File: config.mk
export PLATFORM = sky130hd
export DESIGN_NAME = truncate_sequencer
export DESIGN_NICKNAME = d
export VERILOG_FILES = /design/src/rtl/truncate_sequencer_pkg.sv /design/src/rtl/sbit_delay_line.sv /design/src/rtl/truncate_sequencer.sv
export SDC_FILE = /design/constraint.sdc
export NUM_CORES = 1
export LEC_CHECK = 0
export ABC_AREA = 0
export BUFFER_PORTS_ARGS = -buffer_cell sky130_fd_sc_hd__buf_4
export CORE_MARGIN = 5
export CORE_UTILIZATION = 59
export CTS_CLUSTER_DIAMETER = 120
export DETAILED_ROUTE_END_ITERATION = 16
export PLACE_DENSITY = 0.85
export SKIP_CTS_REPAIR_TIMING = 1
export SLEW_MARGIN = 25
export SYNTH_ARGS = -nofsm -noshare
export SYNTH_HDL_FRONTEND = slang
export SYNTH_SLANG_ARGS = --single-unit
File: constraint.sdc
create_clock -name clock -period 3.2 [get_ports clock]
set_clock_uncertainty 0.1 [all_clocks]
set_input_delay 0.16 -clock clock [delete_from_list [all_inputs] [get_ports clock]]
set_output_delay 0.16 -clock clock [all_outputs]
set_load 0.05 [all_outputs]
File: src/rtl/truncate_sequencer_pkg.sv
// Shared definitions for the cluster truncator sequencer: pass index width,
// controller states and a saturating-increment helper for status counters.
package truncate_sequencer_pkg;

    localparam int PASS_W = 3;

    typedef enum logic [1:0] {
        IDLE  = 2'd0,
        LATCH = 2'd1,
        RUN   = 2'd2
    } state_t;

    function automatic logic [31:0] sat_inc(input logic [31:0] value, input logic [31:0] max_value);
        return (value >= max_value) ? max_value : value + 32'd1;
    endfunction

endpackage

File: src/rtl/sbit_delay_line.sv
// Fixed-depth shift register that aligns truncator-side tags with the encoder pipeline.
// DEPTH=0 degenerates to a wire so the tag appears in the same cycle.
module sbit_delay_line #(
    parameter int WIDTH = 1,
    parameter int DEPTH = 1
) (
    input  logic             clock,
    input  logic             reset_n,
    input  logic [WIDTH-1:0] d,
    output logic [WIDTH-1:0] q
);

    generate
        if (DEPTH == 0) begin : g_bypass
            logic unused_clk;
            assign unused_clk = clock ^ reset_n;
            assign q = d;
        end else begin : g_shift
            logic [WIDTH-1:0] stages [DEPTH];

            always_ff @(posedge clock or negedge reset_n) begin
                if (!reset_n) begin
                    for (int i = 0; i < DEPTH; i++) stages[i] <= '0;
                end else begin
                    stages[0] <= d;
                    for (int i = 1; i < DEPTH; i++) stages[i] <= stages[i-1];
                end
            end

            assign q = stages[DEPTH-1];
        end
    endgenerate

endmodule

File: src/rtl/truncate_sequencer.sv
// Per-crossing controller for the cluster truncator and pipelined priority encoder:
// latches the truncator, steps the pass index, tags passes for the encoder and tracks overflow/collisions.
module truncate_sequencer
    import truncate_sequencer_pkg::*;
#(
    parameter int PASSES_PER_BX = 4,
    parameter int ENC_LATENCY   = 3,
    parameter int CNT_W         = 16
) (
    input  logic              clock,
    input  logic              reset_n,
    input  logic              enable,
    input  logic              bx_strobe,
    input  logic              vpf_any,
    input  logic              cnt_clear,
    output logic              latch_pulse,
    output logic [PASS_W-1:0] pass,
    output logic              enc_capture,
    output logic [PASS_W-1:0] enc_pass,
    output logic              frame_done,
    output logic              overflow,
    output logic [CNT_W-1:0]  overflow_cnt,
    output logic [CNT_W-1:0]  collide_cnt,
    output state_t            fsm_state
);

    localparam logic [PASS_W-1:0] LAST_PASS = PASS_W'(PASSES_PER_BX - 1);
    localparam logic [31:0]       CNT_MAX   = 32'({CNT_W{1'b1}});
    localparam int                TAG_W     = PASS_W + 2;

    state_t              state, state_next;
    logic [PASS_W-1:0]   pass_next;
    logic                start, in_run, final_pass, collide, overflow_hit;
    logic [TAG_W-1:0]    tag_in, tag_out;
    logic [CNT_W-1:0]    overflow_cnt_next, collide_cnt_next;

    assign start      = bx_strobe & enable;
    assign in_run     = (state == RUN);
    assign final_pass = in_run && (pass == LAST_PASS);
    assign fsm_state  = state;

    // A strobe in the final pass is the normal back-to-back case; earlier strobes abort the window.
    always_comb begin
        state_next   = state;
        pass_next    = '0;
        collide      = 1'b0;
        overflow_hit = 1'b0;
        unique case (state)
            IDLE: begin
                if (start) state_next = LATCH;
            end
            LATCH: begin
                if (start) begin
                    state_next = LATCH;
                    collide    = 1'b1;
                end else begin
                    state_next = RUN;
                end
            end
            RUN: begin
                if (pass == LAST_PASS) begin
                    overflow_hit = vpf_any;
                    state_next   = start ? LATCH : IDLE;
                end else if (start) begin
                    state_next = LATCH;
                    collide    = 1'b1;
                end else begin
                    state_next = RUN;
                    pass_next  = pass + 1'b1;
                end
            end
            default: state_next = IDLE;
        endcase
    end

    always_ff @(posedge clock or negedge reset_n) begin
        if (!reset_n) begin
            state       <= IDLE;
            pass        <= '0;
            latch_pulse <= 1'b0;
            overflow    <= 1'b0;
        end else begin
            state       <= state_next;
            pass        <= pass_next;
            latch_pulse <= (state_next == LATCH);
            overflow    <= overflow_hit;
        end
    end

    assign overflow_cnt_next = CNT_W'(sat_inc(32'(overflow_cnt), CNT_MAX));
    assign collide_cnt_next  = CNT_W'(sat_inc(32'(collide_cnt), CNT_MAX));

    always_ff @(posedge clock or negedge reset_n) begin
        if (!reset_n) begin
            overflow_cnt <= '0;
            collide_cnt  <= '0;
        end else begin
            if (cnt_clear)         overflow_cnt <= '0;
            else if (overflow_hit) overflow_cnt <= overflow_cnt_next;
            if (cnt_clear)         collide_cnt  <= '0;
            else if (collide)      collide_cnt  <= collide_cnt_next;
        end
    end

    // Tag word {capture, pass index, last-of-window} travels alongside the encoder pipeline.
    assign tag_in = {in_run & vpf_any,
                     in_run ? pass : {PASS_W{1'b0}},
                     in_run & ((pass == LAST_PASS) | start)};

    sbit_delay_line #(
        .WIDTH (TAG_W),
        .DEPTH (ENC_LATENCY)
    ) u_tag_line (
        .clock   (clock),
        .reset_n (reset_n),
        .d       (tag_in),
        .q       (tag_out)
    );

    assign {enc_capture, enc_pass, frame_done} = tag_out;

endmodule
==> results.md <==
Status:
- The run finished with clean final reports.

Drt:
- The detailed-route wire length per cell is 16.7 um.
- The number of nets still failing antenna checks after routing is 0.
- Using the TritonRoute via totals, the vias-per-cell ratio works out to 6.25.
- The post-detailed-route DRC marker count is 0.
- The first detailed-routing pass took 4 iterations.
- The detailed router placed 2245 vias in this run.
- The sum of routed wire length over all layers is 6.00 mm.
- The number of DRC markers in iteration 0 is 185.

STA:
- The clock period could shrink to 2.21 ns.
- The smallest setup slack after layout is 0.989 ns.
- The summed negative setup slack over all endpoints is 0 ns.
- The count of final max-slew check failures is 0.
- Setup repair after global routing left no endpoint under its margin.
- The number of failing hold endpoints at the final stage came to 0.
- The maximum clock frequency is 452 MHz.
- At the pin with the least slew margin, the transition time is 0.650 ns.
- The share of the clock period used by the worst path after layout is 0.691.
- The relative slew slack is 0.567.
- The worst hold margin is 0.0664 ns.
- The final setup violation count is 0.

Synthesis:
- The area share of fa/ha/maj cells after synthesis is 0.0369.
- During synthesis, Yosys emitted a total of 0 warnings.
- The parity-gate share of the synthesized area counting xor and xnor cells is 0.
- Counting every instance in the synthesized netlist gives 261.
- Of the post-synthesis cell area, the part taken by muxes is 0.
- The fraction of synthesis flops using an asynchronous set or reset pin is 1.00.
- The number of nets handed over by synthesis was 275.
- The compound-gate portion of the synthesized area was 0.191.
- Among all flip-flop cells after synthesis, the most frequent one is sky130_fd_sc_hd__dfrtp_1.
- By area, the combinational part of the netlist is dominated by simple AND/OR/NAND/NOR gates.
- The number of enable-type register cells in the synthesized netlist is 0.
- Of the total synthesized cell area, the portion taken by AND, OR, NAND and NOR gates is 0.228.
- The post-synthesis sequential element count is 54.
- For this run, the register share of the synthesized area comes to 0.498.
- The average instance in the mapped netlist occupies 10.4 sq um.
- The post-synthesis instance area is 2710 sq um.
- In this run, distinct cell masters in the synthesized netlist total 43.

Final layout:
- The final instance area is 3190 sq um.
- The layout overhead on the synthesized area is 17.7%.
- The final standard cell utilization of the core is 0.723.
- In the final layout, the share of cells above drive strength 1 is 0.244.
- After the last flow step, the layout net total stands at 320.
- Excluding fillers, the count of instances in the completed layout stands at 359.
- The filler cell count is 329.
- The repair_antennas step left the layout with diodes totalling 0.

Placement:
- The routability congestion estimate is 0.820.
- The count of placed standard cells including taps is 349.
- The placed instances occupy a cell area of 3080 sq um.
- The worst slack at placement is 1.01 ns.
- The detailed placement HPWL is 4.26 mm.
- Port buffering added 49 buffers.

Hold path:
- The destination of the worst hold path is pass[2]$_DFF_PN0_.
- The class of the most critical hold timing path is input pin to flop.
- The worst hold path passes through 4 cells.
- The worst hold path startpoint is enable.

GRT:
- The remaining global-route overflow is 0.
- The wire length of the first global-routing pass is 10.4 mm.
- The number of antenna violations at the first check in global routing is 0.
- The global-route total usage across every layer is 0.208.
- The number of global-route vias before repair is 2228.
- The maximum number of pins on one net before global-route repair is 55.

Setup path:
- The cell type with the highest occurrence count on the critical path is sky130_fd_sc_hd__ha_1.
- The worst register-to-register path ends at collide_cnt[12]$_DFFE_PN0P_.
- In this run the worst path has a maximum fanout of 8.
- The worst register-to-register path has a depth of 6.
- The data arrival time of the critical path is 2.31 ns.
- On the critical path, the stage with the largest delay is an instance of sky130_fd_sc_hd__a2111oi_4.
- The origin of the critical flop-to-flop path is pass[0]$_DFF_PN0_.
- The setup slack of the worst register-to-register path is 0.99 ns.
- The number of buffer and inverter instances along the worst setup path is 0.
- Data on the critical path is required at its endpoint by 3.30 ns.
- The startpoint-to-endpoint class of the critical path is flop to flop.
- The endpoint kind of the worst setup timing path is a flop.
- The top cell family by delay on the critical path is compound AO/OA/AOI/OAI gates.
- Walking the worst path, the cells encountered are ha_1 -> ha_1 -> nand2b_4 -> a2111oi_4 -> and4_2 -> nor3_1.
- For this run, the slowest stage of the critical path takes 0.58 ns.
- The type of origin of the critical path is a flop.

Clock network:
- CTS saw 54 sinks.
- The clock transition at the registers of the reported paths is 0.10 ns.
- Counting the buffers created by CTS gives 5.
- The CTS tree is done.
- The clock root buffer is sky130_fd_sc_hd__clkbuf_8.
- The level count of the clock H-tree is 2.
- In this run the deepest clock path goes through 2 buffers.
- At the later pin of the worst-skew pair, clock insertion delay measures 0.31 ns.

Die:
- The number of placement rows is 24.
- The full die area is 6050 sq um.
- The initial utilization of the core area, before any placement, comes to 0.615.
- The die outline width is 77.8 um.
- The core region is 4410 sq um.
- The die is 77.8 um tall.
- The number of ports placed on the die boundary is 50.

Power and ir drop:
- Across the VDD grid, the largest voltage drop is 439 uV.
- The leakage dissipation is 1.49 nW.
- The completed layout was analyzed and its total power is 1.54 mW.
- Power spread over the standard cell area amounts to 482 nW/um^2.

Run:
- The number of max-cap violations is 0.
## synth_stat cells (4+ instances only)
library cell	count	share of area
sky130_fd_sc_hd__a211oi_1	6	0.017
sky130_fd_sc_hd__a21oi_1	15	0.028
sky130_fd_sc_hd__a221oi_1	5	0.016
sky130_fd_sc_hd__a311oi_1	5	0.016
sky130_fd_sc_hd__a31oi_1	10	0.023
sky130_fd_sc_hd__a41oi_1	4	0.013
sky130_fd_sc_hd__and2_1	7	0.016
sky130_fd_sc_hd__and3_1	8	0.018
sky130_fd_sc_hd__and4_1	6	0.019
sky130_fd_sc_hd__buf_2	4	0.0074
sky130_fd_sc_hd__buf_4	4	0.011
sky130_fd_sc_hd__clkbuf_1	4	0.0055
sky130_fd_sc_hd__dfrtp_1	54	0.50
sky130_fd_sc_hd__ha_1	8	0.037
sky130_fd_sc_hd__inv_1	13	0.018
sky130_fd_sc_hd__nand2_1	7	0.0097
sky130_fd_sc_hd__nand3_1	11	0.020
sky130_fd_sc_hd__nand4_1	9	0.021
sky130_fd_sc_hd__nor2_1	19	0.026
sky130_fd_sc_hd__nor2b_1	6	0.014
sky130_fd_sc_hd__nor3_1	13	0.024
sky130_fd_sc_hd__o21ai_0	13	0.024
sky130_fd_sc_hd__o221a_2	5	0.021
## sequential cells by signal (all words and copies together), names as in the netlist
| name | count |
|---|---|
| collide_cnt | 16 |
| overflow_cnt | 16 |
| u_tag_line.g_shift.stages | 10 |
| u_tag_line.q | 5 |
| pass | 3 |
| fsm_state | 2 |
| latch_pulse | 1 |
| overflow | 1 |
## worst min-delay path, cell delays in order
cell and delay [ns]:
sky130_fd_sc_hd__buf_4 0.10, sky130_fd_sc_hd__nand2_1 0.06, sky130_fd_sc_hd__nand2_1 0.09, sky130_fd_sc_hd__nor2_1 0.04
## where the power goes
part | total [mW] | switching [mW] | internal (mW)
clock network | 0.398 | 0.239 | 0.159
registers | 0.762 | 0.0321 | 0.730
logic | 0.379 | 0.265 | 0.114
## layout by cell type (no fill, tap or decap), types with 2 or more instances in the layout
master	Yosys	layout
sky130_fd_sc_hd__o2111ai_1	2	2
sky130_fd_sc_hd__nor4_1	2	2
sky130_fd_sc_hd__o21ai_0	13	13
sky130_fd_sc_hd__nor2_1	19	19
sky130_fd_sc_hd__clkbuf_8	0	5
sky130_fd_sc_hd__buf_4	4	50
sky130_fd_sc_hd__dlygate4sd3_1	0	2
sky130_fd_sc_hd__dfrtp_1	54	54
sky130_fd_sc_hd__nand3_1	11	11
sky130_fd_sc_hd__a211oi_1	6	6
sky130_fd_sc_hd__and2_1	7	7
sky130_fd_sc_hd__o221a_2	5	5
sky130_fd_sc_hd__a311oi_1	5	5
sky130_fd_sc_hd__and4_2	2	2
sky130_fd_sc_hd__nand4_1	9	9
sky130_fd_sc_hd__a221oi_1	5	5
sky130_fd_sc_hd__inv_1	13	13
sky130_fd_sc_hd__a31oi_1	10	10
sky130_fd_sc_hd__and3_1	8	8
sky130_fd_sc_hd__and4_1	6	6
sky130_fd_sc_hd__a21oi_1	15	15
sky130_fd_sc_hd__nor3_1	13	13
sky130_fd_sc_hd__nand2_1	7	7
sky130_fd_sc_hd__nor4_4	2	2
sky130_fd_sc_hd__ha_1	8	8
sky130_fd_sc_hd__nor2b_1	6	6
sky130_fd_sc_hd__a41oi_1	4	4
## worst max path at each step
stage                           startpoint                           end  slack (ns)  depth (start not counted)
floorplan                pass[0]$_DFF_PN0_   collide_cnt[12]$_DFFE_PN0P_        0.94                          6
global placement         pass[0]$_DFF_PN0_   collide_cnt[12]$_DFFE_PN0P_        1.06                          6
detailed placement       pass[0]$_DFF_PN0_   collide_cnt[12]$_DFFE_PN0P_        1.01                          6
CTS                      pass[0]$_DFF_PN0_   collide_cnt[12]$_DFFE_PN0P_        0.99                          6
global route        fsm_state[0]$_DFF_PN0_  overflow_cnt[10]$_DFFE_PN0P_        0.77                          7
finish                   pass[0]$_DFF_PN0_   collide_cnt[12]$_DFFE_PN0P_        0.99                          6
## metal layers
metal / GRT usage / up-vias / share of wire
met2: 0.331 / 74 / 0.50
met5: 0 / - / 0
met4: 0.0756 / 0 / 0.0095
li1: - / 1084 / -
met3: 0.0405 / 7 / 0.058
met1: 0.283 / 1080 / 0.44
## logic make-up after synthesis
group / Yosys count
fa+ha+maj: 8
compound gates: 72
simple gates: 100
buf+inv: 27
flops: 54
## cell type report
type	instances	area (sq um)	area share
inverters	13	48.8	0.0153
clock buffers	5	68.8	0.0216
flip-flops and latches	54	1350	0.423
clock inverters	3	25.0	0.00784
repair buffers	52	395	0.124
multi-input cells	180	1240	0.388
well taps	52	65.1	0.0204
(Power assumes the default switching activity.)
